### src/rtl/axc_pkg.sv
// Shared FSM state type and sizing/arithmetic helpers for the approximate-adder error scanner.
package axc_pkg;

  typedef enum logic [1:0] {
    IDLE  = 2'd0,
    DRIVE = 2'd1,
    EVAL  = 2'd2,
    DONE  = 2'd3
  } axc_state_e;

  localparam int unsigned ABS_W    = 32;
  localparam int unsigned SETTLE_W = 4;

  function automatic int unsigned n_vec(input int unsigned in_w);
    return 32'd1 << (2 * in_w);
  endfunction

  function automatic int unsigned err_sum_w(input int unsigned in_w, input int unsigned out_w);
    return out_w + 2 * in_w;
  endfunction

  function automatic int unsigned cnt_w(input int unsigned in_w);
    return 2 * in_w + 1;
  endfunction

  function automatic logic [ABS_W-1:0] abs_diff(input logic [ABS_W-1:0] a,
                                                input logic [ABS_W-1:0] b);
    return (a >= b) ? (a - b) : (b - a);
  endfunction

endpackage

### src/rtl/axc_err_calc.sv
// Combinational error datapath: exact sum of the current vector versus the sampled approximate sum.
module axc_err_calc
  import axc_pkg::*;
#(
  parameter int unsigned IN_W  = 2,
  parameter int unsigned OUT_W = 3
) (
  input  logic [2*IN_W-1:0] vec_i,
  input  logic [OUT_W-1:0]  dut_out_i,
  output logic [OUT_W-1:0]  err_c_o,
  output logic              mismatch_c_o
);

  logic [IN_W-1:0]  op_a;
  logic [IN_W-1:0]  op_b;
  logic [OUT_W-1:0] exact_c;

  always_comb begin
    op_a         = vec_i[IN_W-1:0];
    op_b         = vec_i[2*IN_W-1:IN_W];
    exact_c      = OUT_W'(op_a) + OUT_W'(op_b);
    err_c_o      = OUT_W'(abs_diff(ABS_W'(dut_out_i), ABS_W'(exact_c)));
    mismatch_c_o = (dut_out_i != exact_c);
  end

endmodule

### src/rtl/axc_error_scanner.sv
// Exhaustive error characterisation of one approximate adder: drive, settle, sample, accumulate.
// Optional AXC_ERROR_SCANNER_WORST_VEC_EN adds a worst_vec output capturing the vector of the worst error.
module axc_error_scanner
  import axc_pkg::*;
#(
  parameter int unsigned IN_W   = 2,
  parameter int unsigned OUT_W  = 3,
  parameter int unsigned SETTLE = 1
) (
  input  logic                    clk,
  input  logic                    rst_n,
  input  logic                    start,
  input  logic [OUT_W-1:0]        et_thresh,
  output logic [2*IN_W-1:0]       dut_in,
  input  logic [OUT_W-1:0]        dut_out,
  output logic                    busy,
  output logic                    done,
  output logic [OUT_W-1:0]        max_err,
  output logic [OUT_W+2*IN_W-1:0] err_sum,
  output logic [2*IN_W:0]         err_count,
  output logic                    pass
`ifdef AXC_ERROR_SCANNER_WORST_VEC_EN
  ,
  output logic [2*IN_W-1:0]       worst_vec
`endif
);

  localparam int unsigned VEC_W     = 2 * IN_W;
  localparam int unsigned N_VEC     = n_vec(IN_W);
  localparam int unsigned ERR_SUM_W = err_sum_w(IN_W, OUT_W);
  localparam int unsigned CNT_W     = cnt_w(IN_W);

  if (OUT_W != IN_W + 1) begin : g_bad_out_w
    $error("axc_error_scanner: OUT_W must equal IN_W+1");
  end
  if (SETTLE == 0 || SETTLE > 15) begin : g_bad_settle
    $error("axc_error_scanner: SETTLE must be in 1..15");
  end

  axc_state_e           state_q,     state_d;
  logic [VEC_W-1:0]     vec_q,       vec_d;
  logic [SETTLE_W-1:0]  settle_q,    settle_d;
  logic [OUT_W-1:0]     thresh_q,    thresh_d;
  logic [VEC_W-1:0]     dut_in_q,    dut_in_d;
  logic                 busy_q,      busy_d;
  logic                 done_q,      done_d;
  logic [OUT_W-1:0]     max_err_q,   max_err_d;
  logic [ERR_SUM_W-1:0] err_sum_q,   err_sum_d;
  logic [CNT_W-1:0]     err_count_q, err_count_d;
  logic                 pass_q,      pass_d;
`ifdef AXC_ERROR_SCANNER_WORST_VEC_EN
  logic [VEC_W-1:0]     worst_vec_q, worst_vec_d;
`endif

  logic [OUT_W-1:0] err_c;
  logic             mismatch_c;

  // vec_q equals the vector on dut_in throughout DRIVE/EVAL, so it is the sampled vector.
  axc_err_calc #(
    .IN_W  (IN_W),
    .OUT_W (OUT_W)
  ) u_err_calc (
    .vec_i        (vec_q),
    .dut_out_i    (dut_out),
    .err_c_o      (err_c),
    .mismatch_c_o (mismatch_c)
  );

  always_ff @(posedge clk) begin
    if (!rst_n) begin
      state_q     <= IDLE;
      vec_q       <= '0;
      settle_q    <= '0;
      thresh_q    <= '0;
      dut_in_q    <= '0;
      busy_q      <= 1'b0;
      done_q      <= 1'b0;
      max_err_q   <= '0;
      err_sum_q   <= '0;
      err_count_q <= '0;
      pass_q      <= 1'b0;
`ifdef AXC_ERROR_SCANNER_WORST_VEC_EN
      worst_vec_q <= '0;
`endif
    end else begin
      state_q     <= state_d;
      vec_q       <= vec_d;
      settle_q    <= settle_d;
      thresh_q    <= thresh_d;
      dut_in_q    <= dut_in_d;
      busy_q      <= busy_d;
      done_q      <= done_d;
      max_err_q   <= max_err_d;
      err_sum_q   <= err_sum_d;
      err_count_q <= err_count_d;
      pass_q      <= pass_d;
`ifdef AXC_ERROR_SCANNER_WORST_VEC_EN
      worst_vec_q <= worst_vec_d;
`endif
    end
  end

  // Next-state and registered-output logic; dut_in_d follows the vector of the next state.
  always_comb begin
    state_d     = state_q;
    vec_d       = vec_q;
    settle_d    = settle_q;
    thresh_d    = thresh_q;
    dut_in_d    = '0;
    busy_d      = busy_q;
    done_d      = 1'b0;
    max_err_d   = max_err_q;
    err_sum_d   = err_sum_q;
    err_count_d = err_count_q;
    pass_d      = pass_q;
`ifdef AXC_ERROR_SCANNER_WORST_VEC_EN
    worst_vec_d = worst_vec_q;
`endif

    case (state_q)
      IDLE: begin
        if (start) begin
          state_d     = DRIVE;
          thresh_d    = et_thresh;
          vec_d       = '0;
          settle_d    = '0;
          busy_d      = 1'b1;
          max_err_d   = '0;
          err_sum_d   = '0;
          err_count_d = '0;
          pass_d      = 1'b0;
`ifdef AXC_ERROR_SCANNER_WORST_VEC_EN
          worst_vec_d = '0;
`endif
        end
      end

      DRIVE: begin
        dut_in_d = vec_q;
        settle_d = settle_q + SETTLE_W'(1);
        if (settle_q == SETTLE_W'(SETTLE - 1)) begin
          state_d = EVAL;
        end
      end

      EVAL: begin
        err_sum_d = err_sum_q + ERR_SUM_W'(err_c);
        if (err_c > max_err_q) begin
          max_err_d   = err_c;
`ifdef AXC_ERROR_SCANNER_WORST_VEC_EN
          worst_vec_d = vec_q;
`endif
        end
        if (mismatch_c) begin
          err_count_d = err_count_q + CNT_W'(1);
        end
        if (vec_q == VEC_W'(N_VEC - 1)) begin
          state_d = DONE;
        end else begin
          vec_d    = vec_q + VEC_W'(1);
          dut_in_d = vec_q + VEC_W'(1);
          settle_d = '0;
          state_d  = DRIVE;
        end
      end

      DONE: begin
        done_d  = 1'b1;
        busy_d  = 1'b0;
        pass_d  = (max_err_q <= thresh_q);
        state_d = IDLE;
      end

      default: state_d = IDLE;
    endcase
  end

  assign dut_in    = dut_in_q;
  assign busy      = busy_q;
  assign done      = done_q;
  assign max_err   = max_err_q;
  assign err_sum   = err_sum_q;
  assign err_count = err_count_q;
  assign pass      = pass_q;
`ifdef AXC_ERROR_SCANNER_WORST_VEC_EN
  assign worst_vec = worst_vec_q;
`endif

endmodule

### config.mk
export PLATFORM = sky130hd
export DESIGN_NAME = axc_error_scanner
export DESIGN_NICKNAME = d
export VERILOG_FILES = /design/src/rtl/axc_pkg.sv /design/src/rtl/axc_err_calc.sv /design/src/rtl/axc_error_scanner.sv
export SDC_FILE = /design/constraint.sdc
export NUM_CORES = 1
export LEC_CHECK = 0
export CELL_PAD_IN_SITES_DETAIL_PLACEMENT = 1
export CELL_PAD_IN_SITES_GLOBAL_PLACEMENT = 1
export CORE_MARGIN = 3
export CORE_UTILIZATION = 32
export DETAILED_ROUTE_END_ITERATION = 6
export GPL_ROUTABILITY_DRIVEN = 0
export PLACE_DENSITY_LB_ADDON = 0.1
export SLEW_MARGIN = 0
export SYNTH_ARGS = -nofsm -noshare
export SYNTH_HDL_FRONTEND = slang
export SYNTH_SLANG_ARGS = --single-unit
### constraint.sdc
create_clock -name clk -period 9.15 [get_ports clk]
set_input_delay 2.745 -clock clk [delete_from_list [all_inputs] [get_ports clk]]
set_output_delay 2.745 -clock clk [all_outputs]
set_load 0.05 [all_outputs]
==> flow_summary.toml <==
[run_status]
status = "complete, no violations"

[floorplanning]
fp-row-count = 29
core_um2 = 6390
dieWidth_um = 87.4
io-pin-count = 31
die-area_um2 = 7640
chipHeight_um = 87.4
initial_core_util_pct = 33.2

[worst_hold_path]
min_path_type = "flip-flop to flip-flop"
hold_end = "thresh_q[1]"
hp-start = "thresh_q[1]"
whs_path_depth = 2

[cts]
htreeDepth = 2
root_buffer = "clkbuf_8"
clk_pin_slew_ns = 0.07
cts_buffer_depth = 2
ctsResizeCount = 0
cts_tree = "yes"
worstSkewPairLatency_ns = 0.29
cts.sinks = 35
cts_setup_buffers = 0
cts_buffers = 5
holdBufCountCts = 0

[synthesis]
synth.top_cell.area_share_pct = 33.1
synth_area_leader_cell = "dfxtp_1"
synthFlopType = "dfxtp_1"
async_flop_share_pct = 0
synthCells = 236
ys_ff_latch = 35
ys_seq_area_share_pct = 33.1
synth_area_leaders = "dfxtp_1 33%, ha_1 15%, a21oi_1 4.7%, fa_1 3.8%, inv_1 3.5%"
synth_cell_type_count = 46
syn_area_um2 = 2120
yosysWarnings = 0
syn_nets = 275
synth_edf_count = 0
syn_area_per_cell_um2 = 8.98

[routing]
vias_per_cell = 5.16
post-route-drc-count = 0
post_drt_wl_per_cell_um = 14.2
firstDrtPassIters = 4
drt_iter0_drc = 29
postRouteAntennaNets = 0
totalWireLength_um = 4880
via_count = 1776

[layout]
n_fill_cell = 761
final_cells = 344
n_antenna_cell = 0
layout_common_cells = "35 x dfxtp_1, 30 x clkdlybuf4s50_1, 26 x ha_1"
areaGrowthSynthToFinish_pct = 21.0
nNetsFinal = 305
mostFrequentLayoutCell = "dfxtp_1"
fin_util_pct = 40.2
drive_gt1_share_pct = 5.24

[sta]
fmax_ghz = 0.179
tns_ns = 0
slew-limit-headroom_pct = 50.2
post-route-min-period_ns = 5.58
whs_ns = 0.464
finClkSkew_ns = 0.00962
hold_violations = 0
finalCritPeriodShare_pct = 60.9
drv_slew = 0
setup_viol = 0
grt_setup_unrepaired = "no"
worst_slew_pin_slew_ns = 0.742

[setup_path]
r2r_slack_ns = 5.38
crit_slowest_cell = "a311oi_1"
crit_top_cell = "ha_1"
worstPathMaxFanout = 4
r2r_start = "vec_q[2]"
critPathCaptureType = "flip-flop"
reg2regPathDepth = 12
cp_cell_sequence = "clkdlybuf4s50_1 -> inv_1 -> ha_1 -> fa_1 -> mux2i_1 -> nor2_1 -> a311oi_1 -> ha_1 -> a21oi_1 -> nand2_1 -> and4_1 -> a22o_1"
r2r_end = "max_err[0]"
crit_type = "input port to flip-flop"
cpPeakStageDelay_ns = 0.59
cp.required_ns = 9.33
start_kind = "input port"
arrival_ns = 5.75

[power]
fin_total_pwr_mw = 0.433
ir_drop_uv = 69.8
power_leakage_nw = 1.00
powerDensity_nw_per_um2 = 169

[grt]
antenna_found_initial = 0
grt_pass1_vias = 1861
grt_usage_pct = 14.2
grt_pass1_wl_um = 8590
grt_max_degree = 20
overflow = 0

[place]
dpl.hpwl_um = 3640
dp.cells = 336
io_buffers = 30

[job]
maxCapViolations = 0
[area by class of cell]
| class | instances | area, µm² | area share (%) |
|---|---|---|---|
| Clock inverter | 3 | 15.0 | 0.585 |
| Clock buffer | 5 | 68.8 | 2.68 |
| Timing Repair Buffer | 30 | 300 | 11.7 |
| Multi-Input combinational cell | 173 | 1310 | 50.9 |
| Sequential cell | 35 | 701 | 27.3 |
| Tap cell | 77 | 96.3 | 3.76 |
| Inverter | 21 | 78.8 | 3.07 |
[routing by layer]
layer  vias to the layer above  GRT usage [%]  share of wire [%]
met5                         -              0                  0
met2                        26           24.0                 47
met1                       853           17.6                 49
met4                         0           4.60               0.90
met3                         5           3.22                3.3
li1                        892              -                  -
[synthesized netlist by cell type, drive strengths merged (5+ instances only)]
master / instances
nand4: 5
ha: 26
a21oi: 20
xor2: 6
nor2: 17
o21ai: 6
nand3: 15
dfxtp: 35
inv: 20
nand2: 15
and2: 6
[sequential cells by signal, indices dropped and copies added (netlist names), 2 cells and up]
register	flops
state_q	2
dut_in	4
settle_q	4
err_count	5
vec_q	4
max_err	3
thresh_q	3
err_sum	7
[cell families after synthesis]
family / Yosys count / synth area share (%)
buffers and inverters: 28 / 5.37
xor gates and xnor gates: 7 / 2.89
muxes: 4 / 2.72
AOI/OAI and AO/OA: 52 / 16.7
DFF: 35 / 33.1
adders and majority gates: 30 / 19.1
and+or+nand+nor: 80 / 20.1
[report_power, final]
group	switching, mW	internal [mW]
clock	0.0580	0.0521
combinational	0.0947	0.0570
sequential	0.00967	0.162
total	0.162	0.271
[critical path, delay by kind of cell]
| family | cells | cell delay, ns |
|---|---|---|
| muxes | 1 | 0.15 |
| and+or+nand+nor | 3 | 0.36 |
| buffers and inverters | 2 | 0.56 |
| adders and majority gates | 3 | 1.04 |
| AOI/OAI and AO/OA | 3 | 0.90 |
[how the worst max path moves through the flow]
stage	startpoint	end	cells past startpoint
finish	dut_out[0]	max_err[0]	12
global route	dut_out[0]	max_err[0]	12
CTS	dut_out[0]	max_err[0]	12
detailed placement	dut_out[0]	max_err[0]	12
global placement	dut_out[0]	max_err[2]	12
floorplan	dut_out[0]	max_err[1]	10
[through the flow]
| step | setup WS [ns] | area, µm² |
|---|---|---|
| after global routing | 3.43 | 2560 |
| after global placement | 3.41 | 2480 |
| after CTS | 3.58 | 2560 |
| final | 3.57 | 2560 |
| after detailed placement | 3.28 | 2480 |
| after floorplan | 4.14 | 2120 |
No activity file was read; power rests on OpenSTA's default activity.
